## config.mk

```make
export PLATFORM = sky130hd
export DESIGN_NAME = pipe_latch_elastic
export DESIGN_NICKNAME = d
export VERILOG_FILES = /design/src/rtl/pipe_latch_elastic.sv
export SDC_FILE = /design/constraint.sdc
export NUM_CORES = 1
export LEC_CHECK = 0
export ABC_AREA = 1
export CAP_MARGIN = 30
export CORE_MARGIN = 2
export CORE_UTILIZATION = 44
export DETAILED_ROUTE_END_ITERATION = 8
export GPL_TIMING_DRIVEN = 0
export PLACE_DENSITY = 0.86
export SETUP_SLACK_MARGIN = 0.05
export SLEW_MARGIN = 40
export SYNTH_ARGS = -nofsm -noshare
export SYNTH_HDL_FRONTEND = slang
export SYNTH_SLANG_ARGS = --single-unit
```

## constraint.sdc

```tcl
create_clock -name clk -period 2.5 [get_ports clk]
set_input_delay 0.5 -clock clk [delete_from_list [all_inputs] [get_ports clk]]
set_output_delay 0.5 -clock clk [all_outputs]
set_load 0.05 [all_outputs]
```

## src/rtl/pipe_latch_elastic.sv

```systemverilog
// rtl/pipe_latch_elastic.sv - elastic pipeline latch with flush, bubble control and stall counter
// Define PIPE_SKID_EN for the 2-entry build with registered in_ready.
module pipe_latch_elastic #(
    parameter int                DATA_W      = 96,
    parameter int                CTRL_W      = 8,
    parameter logic [CTRL_W-1:0] CTRL_BUBBLE = '0,
    parameter int                CNT_W       = 16
) (
    input  logic              clk,
    input  logic              reset,
    input  logic              flush,
    input  logic              in_valid,
    output logic              in_ready,
    input  logic [DATA_W-1:0] in_data,
    input  logic [CTRL_W-1:0] in_ctrl,
    output logic              out_valid,
    input  logic              out_ready,
    output logic [DATA_W-1:0] out_data,
    output logic [CTRL_W-1:0] out_ctrl,
    output logic [1:0]        occupancy,
    output logic [CNT_W-1:0]  stall_cnt
);

    localparam logic [CNT_W-1:0] CNT_MAX = {CNT_W{1'b1}};

    logic              main_valid;
    logic [DATA_W-1:0] main_data;
    logic [CTRL_W-1:0] main_ctrl;
    logic              accept;
    logic              release_beat;

    assign accept       = in_valid && in_ready && !flush;
    assign release_beat = main_valid && out_ready;

    assign out_valid = main_valid;
    assign out_data  = main_data;
    assign out_ctrl  = main_valid ? main_ctrl : CTRL_BUBBLE;

    always_ff @(posedge clk) begin
        if (reset) begin
            stall_cnt <= '0;
        end else if (main_valid && !out_ready && stall_cnt != CNT_MAX) begin
            stall_cnt <= stall_cnt + 1'b1;
        end
    end

`ifdef PIPE_SKID_EN
    logic              skid_valid;
    logic [DATA_W-1:0] skid_data;
    logic [CTRL_W-1:0] skid_ctrl;

    // Registered ready: no combinational path from out_ready to in_ready.
    assign in_ready  = !skid_valid;
    assign occupancy = {1'b0, main_valid} + {1'b0, skid_valid};

    always_ff @(posedge clk) begin
        if (reset) begin
            main_valid <= 1'b0;
            main_data  <= '0;
            main_ctrl  <= CTRL_BUBBLE;
            skid_valid <= 1'b0;
            skid_data  <= '0;
            skid_ctrl  <= CTRL_BUBBLE;
        end else if (flush) begin
            main_valid <= 1'b0;
            skid_valid <= 1'b0;
        end else if (release_beat || !main_valid) begin
            // Skid drains first; while it is full, accept cannot happen.
            if (skid_valid) begin
                main_valid <= 1'b1;
                main_data  <= skid_data;
                main_ctrl  <= skid_ctrl;
                skid_valid <= 1'b0;
            end else if (accept) begin
                main_valid <= 1'b1;
                main_data  <= in_data;
                main_ctrl  <= in_ctrl;
            end else begin
                main_valid <= 1'b0;
            end
        end else if (accept) begin
            skid_valid <= 1'b1;
            skid_data  <= in_data;
            skid_ctrl  <= in_ctrl;
        end
    end
`else
    assign in_ready  = !main_valid || out_ready;
    assign occupancy = {1'b0, main_valid};

    always_ff @(posedge clk) begin
        if (reset) begin
            main_valid <= 1'b0;
            main_data  <= '0;
            main_ctrl  <= CTRL_BUBBLE;
        end else if (flush) begin
            main_valid <= 1'b0;
        end else if (accept) begin
            main_valid <= 1'b1;
            main_data  <= in_data;
            main_ctrl  <= in_ctrl;
        end else if (release_beat) begin
            main_valid <= 1'b0;
        end
    end
`endif

endmodule

```

==> impl_metrics.yaml, run 1 <==
outcome:
  status: "completed"
sta:
  setup_viol: 0
  clock_skew_ps: 8.22
  hold_viol: 0
  fmax_mhz: 425
  fin_crit_sh_pct: 94.0
  finalCriticalPeriod_ps: 2350
  slew_violations: 0
  worst_slew_pin_slew_ps: 561
  rsz0062_at_grt: "false"
  max-slew-margin-rel_pct: 62.5
setup_path:
  path_class: "reg2out"
  setup.worst_path.start: "out_valid"
  crit_family: "buffers and inverters"
  endpoint: "in_ready"
  r2r_slack_ps: 940
  worstPathBufferInverterCount: 3
  required_ps: 2000
  end_kind: "output port"
  crit_cells: 4
  cpMaxStageDelayCell: "dlygate4sd2_1"
  startpoint_type: "flop"
  rr_worst_depth: 7
  r2r-start: "out_valid"
  cp_max_fo: 10
  crit_arrival_ps: 1850
  path_cells: "buf_4 -> nand2_4 -> buf_6 -> dlygate4sd2_1"
  r2r_end: "out_data[59]"
  critPathMaxStageDelay_ps: 540
die:
  dieArea_mm2: 0.0116
  die_h_um: 108
  start_util_pct: 45.6
  die_w_um: 108
  core_mm2: 0.0104
  std_cell_rows: 37
  ios: 233
layout:
  final_core_util_pct: 74.8
  final_area_mm2: 0.00776
  fill_cells: 750
  fin_nets: 987
  final_common_cell: "nor2_1"
  diodes: 0
  drive_gt1_share_pct: 8.43
  final_cell_mix: "nor2_1, clkdlybuf4s50_1, dfxtp_1"
  syn_to_final_growth_pct: 63.9
  stdcell_count: 1026
cts:
  cts_sinks: 121
  postCtsSetupBuffers: 0
  clk_latency_ps: 520
  cts_buffers: 17
  htree_levels: 4
  clkTransAtPathRegs_ps: 60
  cts_root_buffer: "clkbuf_8"
  clockBufferDepth: 2
  postCtsResizedCells: 9
  hold_buffers: 0
  cts_tree: "yes"
grt:
  first_global_vias: 4966
  grt_use_total_pct: 25.7
  antenna_found_initial: 0
  grt_pass1_wl_mm: 23.2
  grt_start_max_net_pins: 17
  overflow: 0
power_and_ir_drop:
  peakVddDrop_mv: 0.387
  cellLeakagePower_nw: 3.10
  p_per_area_mw_per_mm2: 700
synthesis:
  syn_area_mm2: 0.00473
  synth_warnings: 0
  synth-seq-cells: 121
  synth-seq-area-share_pct: 51.2
  syn_area_per_cell_um2: 7.55
  synth_cells: 627
  syn_nets: 737
  ys_types: 25
min_path:
  holdPathStages: 2
  hp-class: "reg2reg"
drt:
  drc: 0
  drt_iter0_drc: 276
  ant_nets: 0
  num_vias: 5063
  viasPerCell: 4.93
  drt_wl_total_mm: 15.1
  wire_per_inst_um: 14.7
  first_pass_iters: 5
placement:
  post-dp-hpwl_mm: 11.0
  dp.cells: 994
  place_area_mm2: 0.00721
  place_congestion: 0.884
  port_buffers: 231
flow_run:
  max_cap_viol_count: 0
==> cell usage after synthesis <==
master | number | area share (%)
nor2_2 | 2 | 0.26
nand3_4 | 1 | 0.37
o21bai_1 | 1 | 0.16
buf_6 | 10 | 2.4
o21ai_0 | 97 | 10
nand2_4 | 1 | 0.24
buf_4 | 6 | 0.95
dfxtp_1 | 121 | 51
nand4_1 | 1 | 0.13
nor2_1 | 241 | 19
inv_2 | 2 | 0.16
buf_2 | 10 | 1.1
nand3_2 | 4 | 0.85
nand2_2 | 2 | 0.26
a211oi_1 | 1 | 0.16
o21ai_1 | 8 | 0.85
ha_1 | 1 | 0.26
nand2_1 | 44 | 3.5
clkbuf_1 | 15 | 1.2
nor2_4 | 5 | 1.2
conb_1 | 1 | 0.079
inv_1 | 21 | 1.7
a21oi_1 | 15 | 1.6
nand3_1 | 16 | 1.7
nand4_4 | 1 | 0.45
==> tightest hold or removal path, delay by kind of cell, from the launching register on <==
| kind | cells | cell delay [ps] |
|---|---|---|
| flops | 1 | 320 |
| simple gates | 2 | 130 |
==> where the power goes <==
part	internal [W]	total (W)	switching (W)	leakage, nW
Combinational	0.000426	0.00107	0.000642	1.85
Clock	0.00135	0.00226	0.000910	0.261
Sequential	0.00204	0.00211	0.0000609	0.995
==> area by class of cell <==
| class | instances | area (um^2) | area share (%) |
|---|---|---|---|
| flip-flops and latches | 121 | 2420 | 31.2 |
| repair buffers | 231 | 2300 | 29.7 |
| multi-input cells | 442 | 1960 | 25.3 |
| clock buffers | 19 | 432 | 5.56 |
| plain buffers | 41 | 264 | 3.40 |
| well taps | 136 | 170 | 2.19 |
| clock inverters | 13 | 123 | 1.58 |
| inverters | 23 | 86.3 | 1.11 |
==> metrics by stage <==
stage	TNS [ps]	total power, W	setup slack [ps]	hold slack [ps]
2_1_floorplan	0	0.00275	760	455
3_3_place_gp	-84.6	0.00318	-84.6	462
3_5_place_dp	-88.7	0.00321	-88.7	471
4_1_cts	0	0.00546	139	487
5_1_grt	0	0.00564	78.8	509
6_report	0	0.00543	149	480
==> registers in the layout (all words and copies together), names as in the netlist <==
name       cells
stall_cnt     16
out_valid      1
main_ctrl      8
out_data      96
==> layer usage <==
metal  wire, um  share of wire (%)  track usage [%]
met4        453                3.0             11.4
met2       7720                 51             46.2
met3       1200                8.0             8.96
met1       5720                 38             26.9
met5          0                  0                0
==> how the worst min path moves through the flow <==
| stage | from | end |
|---|---|---|
| global placement | out_data[36] | out_data[36] |
| floorplan | main_ctrl[7] | main_ctrl[7] |
| detailed placement | out_data[17] | out_data[17] |
| finish | out_data[8] | out_data[8] |
| global route | main_ctrl[1] | main_ctrl[1] |
| CTS | out_data[2] | out_data[2] |
==> cell families after synthesis <==
kind of cell | Yosys count | synth area share [%]
buffers and inverters | 64 | 7.40
and+or+nand+nor | 318 | 28.1
AOI/OAI and AO/OA | 122 | 13.0
adders and majority gates | 1 | 0.264
other | 1 | 0.0792
DFF | 121 | 51.2
No activity file was read; power rests on OpenSTA's default activity.
==> run 2, diff against run 1 <==
--- a/config.mk
+++ b/config.mk
@@ -13,7 +13,6 @@
 export GPL_TIMING_DRIVEN = 0
 export PLACE_DENSITY = 0.86
 export SETUP_SLACK_MARGIN = 0.05
-export SLEW_MARGIN = 40
 export SYNTH_ARGS = -nofsm -noshare
 export SYNTH_HDL_FRONTEND = slang
 export SYNTH_SLANG_ARGS = --single-unit
==> results of run 2 <==
No change in the layout: final DEF, timing and power equal those of run 1.
==> run 3, diff against run 2 <==
--- a/config.mk
+++ b/config.mk
@@ -7,11 +7,13 @@
 export LEC_CHECK = 0
 export ABC_AREA = 1
 export CAP_MARGIN = 30
+export CELL_PAD_IN_SITES_DETAIL_PLACEMENT = 1
+export CELL_PAD_IN_SITES_GLOBAL_PLACEMENT = 1
 export CORE_MARGIN = 2
-export CORE_UTILIZATION = 44
+export CORE_UTILIZATION = 30
 export DETAILED_ROUTE_END_ITERATION = 8
 export GPL_TIMING_DRIVEN = 0
-export PLACE_DENSITY = 0.86
+export PLACE_DENSITY_LB_ADDON = 0.1
 export SETUP_SLACK_MARGIN = 0.05
 export SYNTH_ARGS = -nofsm -noshare
 export SYNTH_HDL_FRONTEND = slang
==> impl_metrics.yaml, run 3 (synthesis gave the netlist of run 1 again) <==
outcome:
  status: "completed"
cts:
  cts_tree: "yes"
  postCtsSetupBuffers: 0
  clk_latency_ps: 420
  clkTransAtPathRegs_ps: 50
  cts_sinks: 121
  hold_buffers: 0
  clockBufferDepth: 2
  cts_buffers: 17
  cts_root_buffer: "clkbuf_16"
  htree_levels: 4
setup_path:
  crit_arrival_ps: 1790
  end_kind: "output port"
  required_ps: 2000
  cp_max_fo: 10
  startpoint_type: "primary input"
  path_class: "in2out"
sta:
  slew_violations: 0
  hold_viol: 0
  fin_crit_sh_pct: 91.8
  fmax_mhz: 436
  worst_slew_pin_slew_ps: 567
  fin_ws_ps: 205
  setup_viol: 0
  rsz0062_at_grt: "false"
  finalCriticalPeriod_ps: 2290
  finalSetupTns_ps: 0
  max-slew-margin-rel_pct: 62.1
  clock_skew_ps: 9.14
layout:
  final_common_cell: "nor2_1"
  fin_nets: 987
  largest_reg_flops: 96
  syn_to_final_growth_pct: 68.6
  drive_gt1_share_pct: 8.54
  final_cell_mix: "nor2_1, clkdlybuf4s50_1, dfxtp_1"
  diodes: 0
drt:
  drt_wl_total_mm: 17.0
  ant_nets: 0
  first_pass_iters: 4
  drc: 0
  viasPerCell: 4.53
  num_vias: 4989
  drt_iter0_drc: 185
  wire_per_inst_um: 15.4
grt:
  grt_pass1_wl_mm: 26.3
  grt_use_total_pct: 20.3
  first_global_vias: 5236
  antenna_found_initial: 0
  overflow: 0
  grt_start_max_net_pins: 17
power_and_ir_drop:
  cellLeakagePower_nw: 3.23
  swShare_pct: 27.0
  p_int_w: 0.00431
  pwr-share-comb_pct: 18.2
  peakVddDrop_mv: 0.502
  p_sw_w: 0.00160
  pwr-share-clk_pct: 46.2
  p_seq_share_pct: 35.6
  p_per_area_mw_per_mm2: 741
placement:
  pre_cts_ws_ps: -81.3
  port_buffers: 231
  post-dp-hpwl_mm: 12.7
  place_congestion: 0.794
die:
  die_w_um: 130
  core_mm2: 0.0153
  die_h_um: 130
  start_util_pct: 30.9
  std_cell_rows: 45
  dieArea_mm2: 0.0168
  ios: 233
min_path:
  hp-class: "reg2reg"
flow_run:
  max_cap_viol_count: 0
[run 3: worst paths after layout]
path	slack [ps]	depth (start not counted)	endpoint	start
max	210	5	in_ready	out_ready
min	480	2	out_data[85]	out_data[85]
max reg2reg	930	6	stall_cnt[10]	stall_cnt[0]
min reg2reg	480	2	out_data[85]	out_data[85]
[run 3: critical path: stages]
cell and delay, ps:
clkdlybuf4s50_1 450, inv_1 60, nand2_4 70, buf_6 170, dlygate4sd2_1 540
[run 3: per-layer routing]
layer	global-route usage, %	up-vias	wire length [um]
li1	-	2488	-
met1	21.6	2319	6730
met2	35.7	157	8400
met3	8.59	25	1520
met4	7.40	0	349
met5	0	-	0
[run 3: power by group through the flow]
stage / clock, W / sequential (W) / combinational (W)
2_1_floorplan: 0 / 0.00250 / 0.000250
3_3_place_gp: 0 / 0.00214 / 0.00106
3_5_place_dp: 0 / 0.00215 / 0.00108
4_1_cts: 0.00277 / 0.00211 / 0.00109
5_1_grt: 0.00287 / 0.00212 / 0.00115
6_report: 0.00273 / 0.00210 / 0.00107
[run 3: metrics by stage]
step                      instance area (um^2)  utilization [%]  hold WS [ps]  power [W]  cells
after CTS                                 7960             52.0           488    0.00596   1101
after global routing                      7980             52.1           504    0.00614   1101
after floorplan                           4730                -           455    0.00275    627
after global placement                    7310             47.7           462    0.00319   1069
final                                     7980             52.1           483    0.00591   1101
after detailed placement                  7310             47.7           474    0.00322   1069
[run 3: timing repair]
action / in CTS / in global routing
hold endpoints to repair: 0 / 0
gates resized for setup: 4 / 5
endpoints found under the setup margin: 4 / 5
[run 3: final cells by class]
class                      instances  area, um^2
fill                            1839        7340
multi-input combinational        442        1960
clock inverter                    12         194
tap                              211         264
buffer                            41         264
clock buffer                      20         467
inverter                          23        86.3
sequential                       121        2420
timing repair buffer             231        2320
==> RTL change, RTL diff (config.mk and constraints of run 3) <==
`DATA_W`: 96 -> 92.
--- a/src/rtl/pipe_latch_elastic.sv
+++ b/src/rtl/pipe_latch_elastic.sv
@@ -2,5 +2,5 @@
 // Define PIPE_SKID_EN for the 2-entry build with registered in_ready.
 module pipe_latch_elastic #(
-    parameter int                DATA_W      = 96,
+    parameter int                DATA_W      = 92,
     parameter int                CTRL_W      = 8,
     parameter logic [CTRL_W-1:0] CTRL_BUBBLE = '0,
Ports: changed (resized in_data and out_data); port bits go from 233 to 225. The function was not compared with the original's and may differ.
==> RTL change against run 3 <==
- via count increased by 0.18%
- final area decreased by 3.3%
- clock skew decreased by 0.00073 ns
- area after synthesis decreased by 2.5%
- die area decreased by 2.4%
- core utilization decreased by 0.98 points
- routed wire length decreased by 3.4%
- total power decreased by 5.6%
- register-to-register slack improved by 0.07 ns
- sequential cell count decreased by 4
- critical endpoint is now stall_cnt[3]
- highest routed layer unchanged
- worst setup slack improved by 0.055 ns
- clock power decreased by 7%
==> RTL change: results (changes against run 3) <==
Clk tree area frac - 0.0802 (-0.00267)
Vias in the first global route - 5151 (-1.6%)
Number of I/O port buffers - 223 (-3.5%)
Non-clock buffering overhead - 0.317 (-0.00719)
Non-clk invs - 34 (+48%)
CLK BUF - 22 (+10%)
Fillers - 1818 (-1.1%)
Post-Synth Adder-Cell Area - 0.00271 (+0.0000674)
Multi-input combinational area share - 0.252 (+0.00667)
Final WS setup - 0.260 ns (+0.0545 ns)
Yosys reg bits - 117 (-3.3%)
Largest register FFs - 92 (-4.2%)
Final Routed Wirelength - 16400 µm (-3.4%)
Non-filler instance count after layout - 1079 (-2.0%)
Non-clock buffers - 261 (-4.0%)
Syn Nets - 743 (+0.81%)
Sequential cell area share - 0.304 (about the same)
Leak - 0.00323 µW (about the same)
Worst Setup EP - stall_cnt[3]
Worst R2R Path Depth - 7 (+1)
RR Endpoint - out_data[32]$_SDFFE_PP0P_
Post-place setup slack - 0.0434 ns (+0.125 ns)
Maximum VDD drop - 479 µV (-4.6%)
CP startpoint - stall_cnt[3]$_SDFFE_PP0P_
Status - finished clean
Vias - 4998 (+0.18%)
Top cells by count, synth - nor2_1, dfxtp_1, o21ai_0, nand2_1, inv_1
Worst EP arrival - 1.74 ns (-0.05 ns)
Reg-to-reg startpoint - out_valid$_SDFFE_PP0P_
==> RTL change: cell types whose count changed in the layout (fill, tap and decap cells not counted), moves of 6 or more <==
cell and delta:
a21oi_1 -8, buf_2 +11, buf_6 -8, clkdlybuf4s50_1 -8
inv_1 +6, nand2_1 +8, nor2_1 +9, o21ai_1 -8
==> RTL change: power groups by stage <==
stage	Clock (µW)	Sequential [µW]	Combinational, µW
2_1_floorplan	0	2410	229
3_3_place_gp	0	2070	1000
3_5_place_dp	0	2070	1020
4_1_cts	2590	2030	1030
5_1_grt	2680	2050	1090
6_report	2530	2030	1010
==> RTL change: worst min-delay path by stage <==
stage | startpoint | end | slack, ns | cells after the start
floorplan | main_ctrl[7]$_SDFFE_PP0P_ | main_ctrl[7]$_SDFFE_PP0P_ | 0.45 | 2
global placement | main_ctrl[7]$_SDFFE_PP0P_ | main_ctrl[7]$_SDFFE_PP0P_ | 0.46 | 2
detailed placement | out_data[31]$_SDFFE_PP0P_ | out_data[31]$_SDFFE_PP0P_ | 0.47 | 2
CTS | main_ctrl[7]$_SDFFE_PP0P_ | main_ctrl[7]$_SDFFE_PP0P_ | 0.49 | 2
global route | out_data[9]$_SDFFE_PP0P_ | out_data[9]$_SDFFE_PP0P_ | 0.50 | 2
finish | main_ctrl[7]$_SDFFE_PP0P_ | main_ctrl[7]$_SDFFE_PP0P_ | 0.48 | 2
==> RTL change: per-layer routing <==
metal | GRT usage | up-vias | part of all wire
li1 | - | 2496 | -
met1 | 0.221 | 2347 | 0.41
met2 | 0.357 | 136 | 0.50
met3 | 0.0806 | 19 | 0.080
met4 | 0.0698 | 0 | 0.013
met5 | 0 | - | 0
==> RTL change: what timing repair did <==
action,in CTS,in global routing
endpoints found under the setup margin,3,6
resized for setup,3,6
pin swaps,0,0
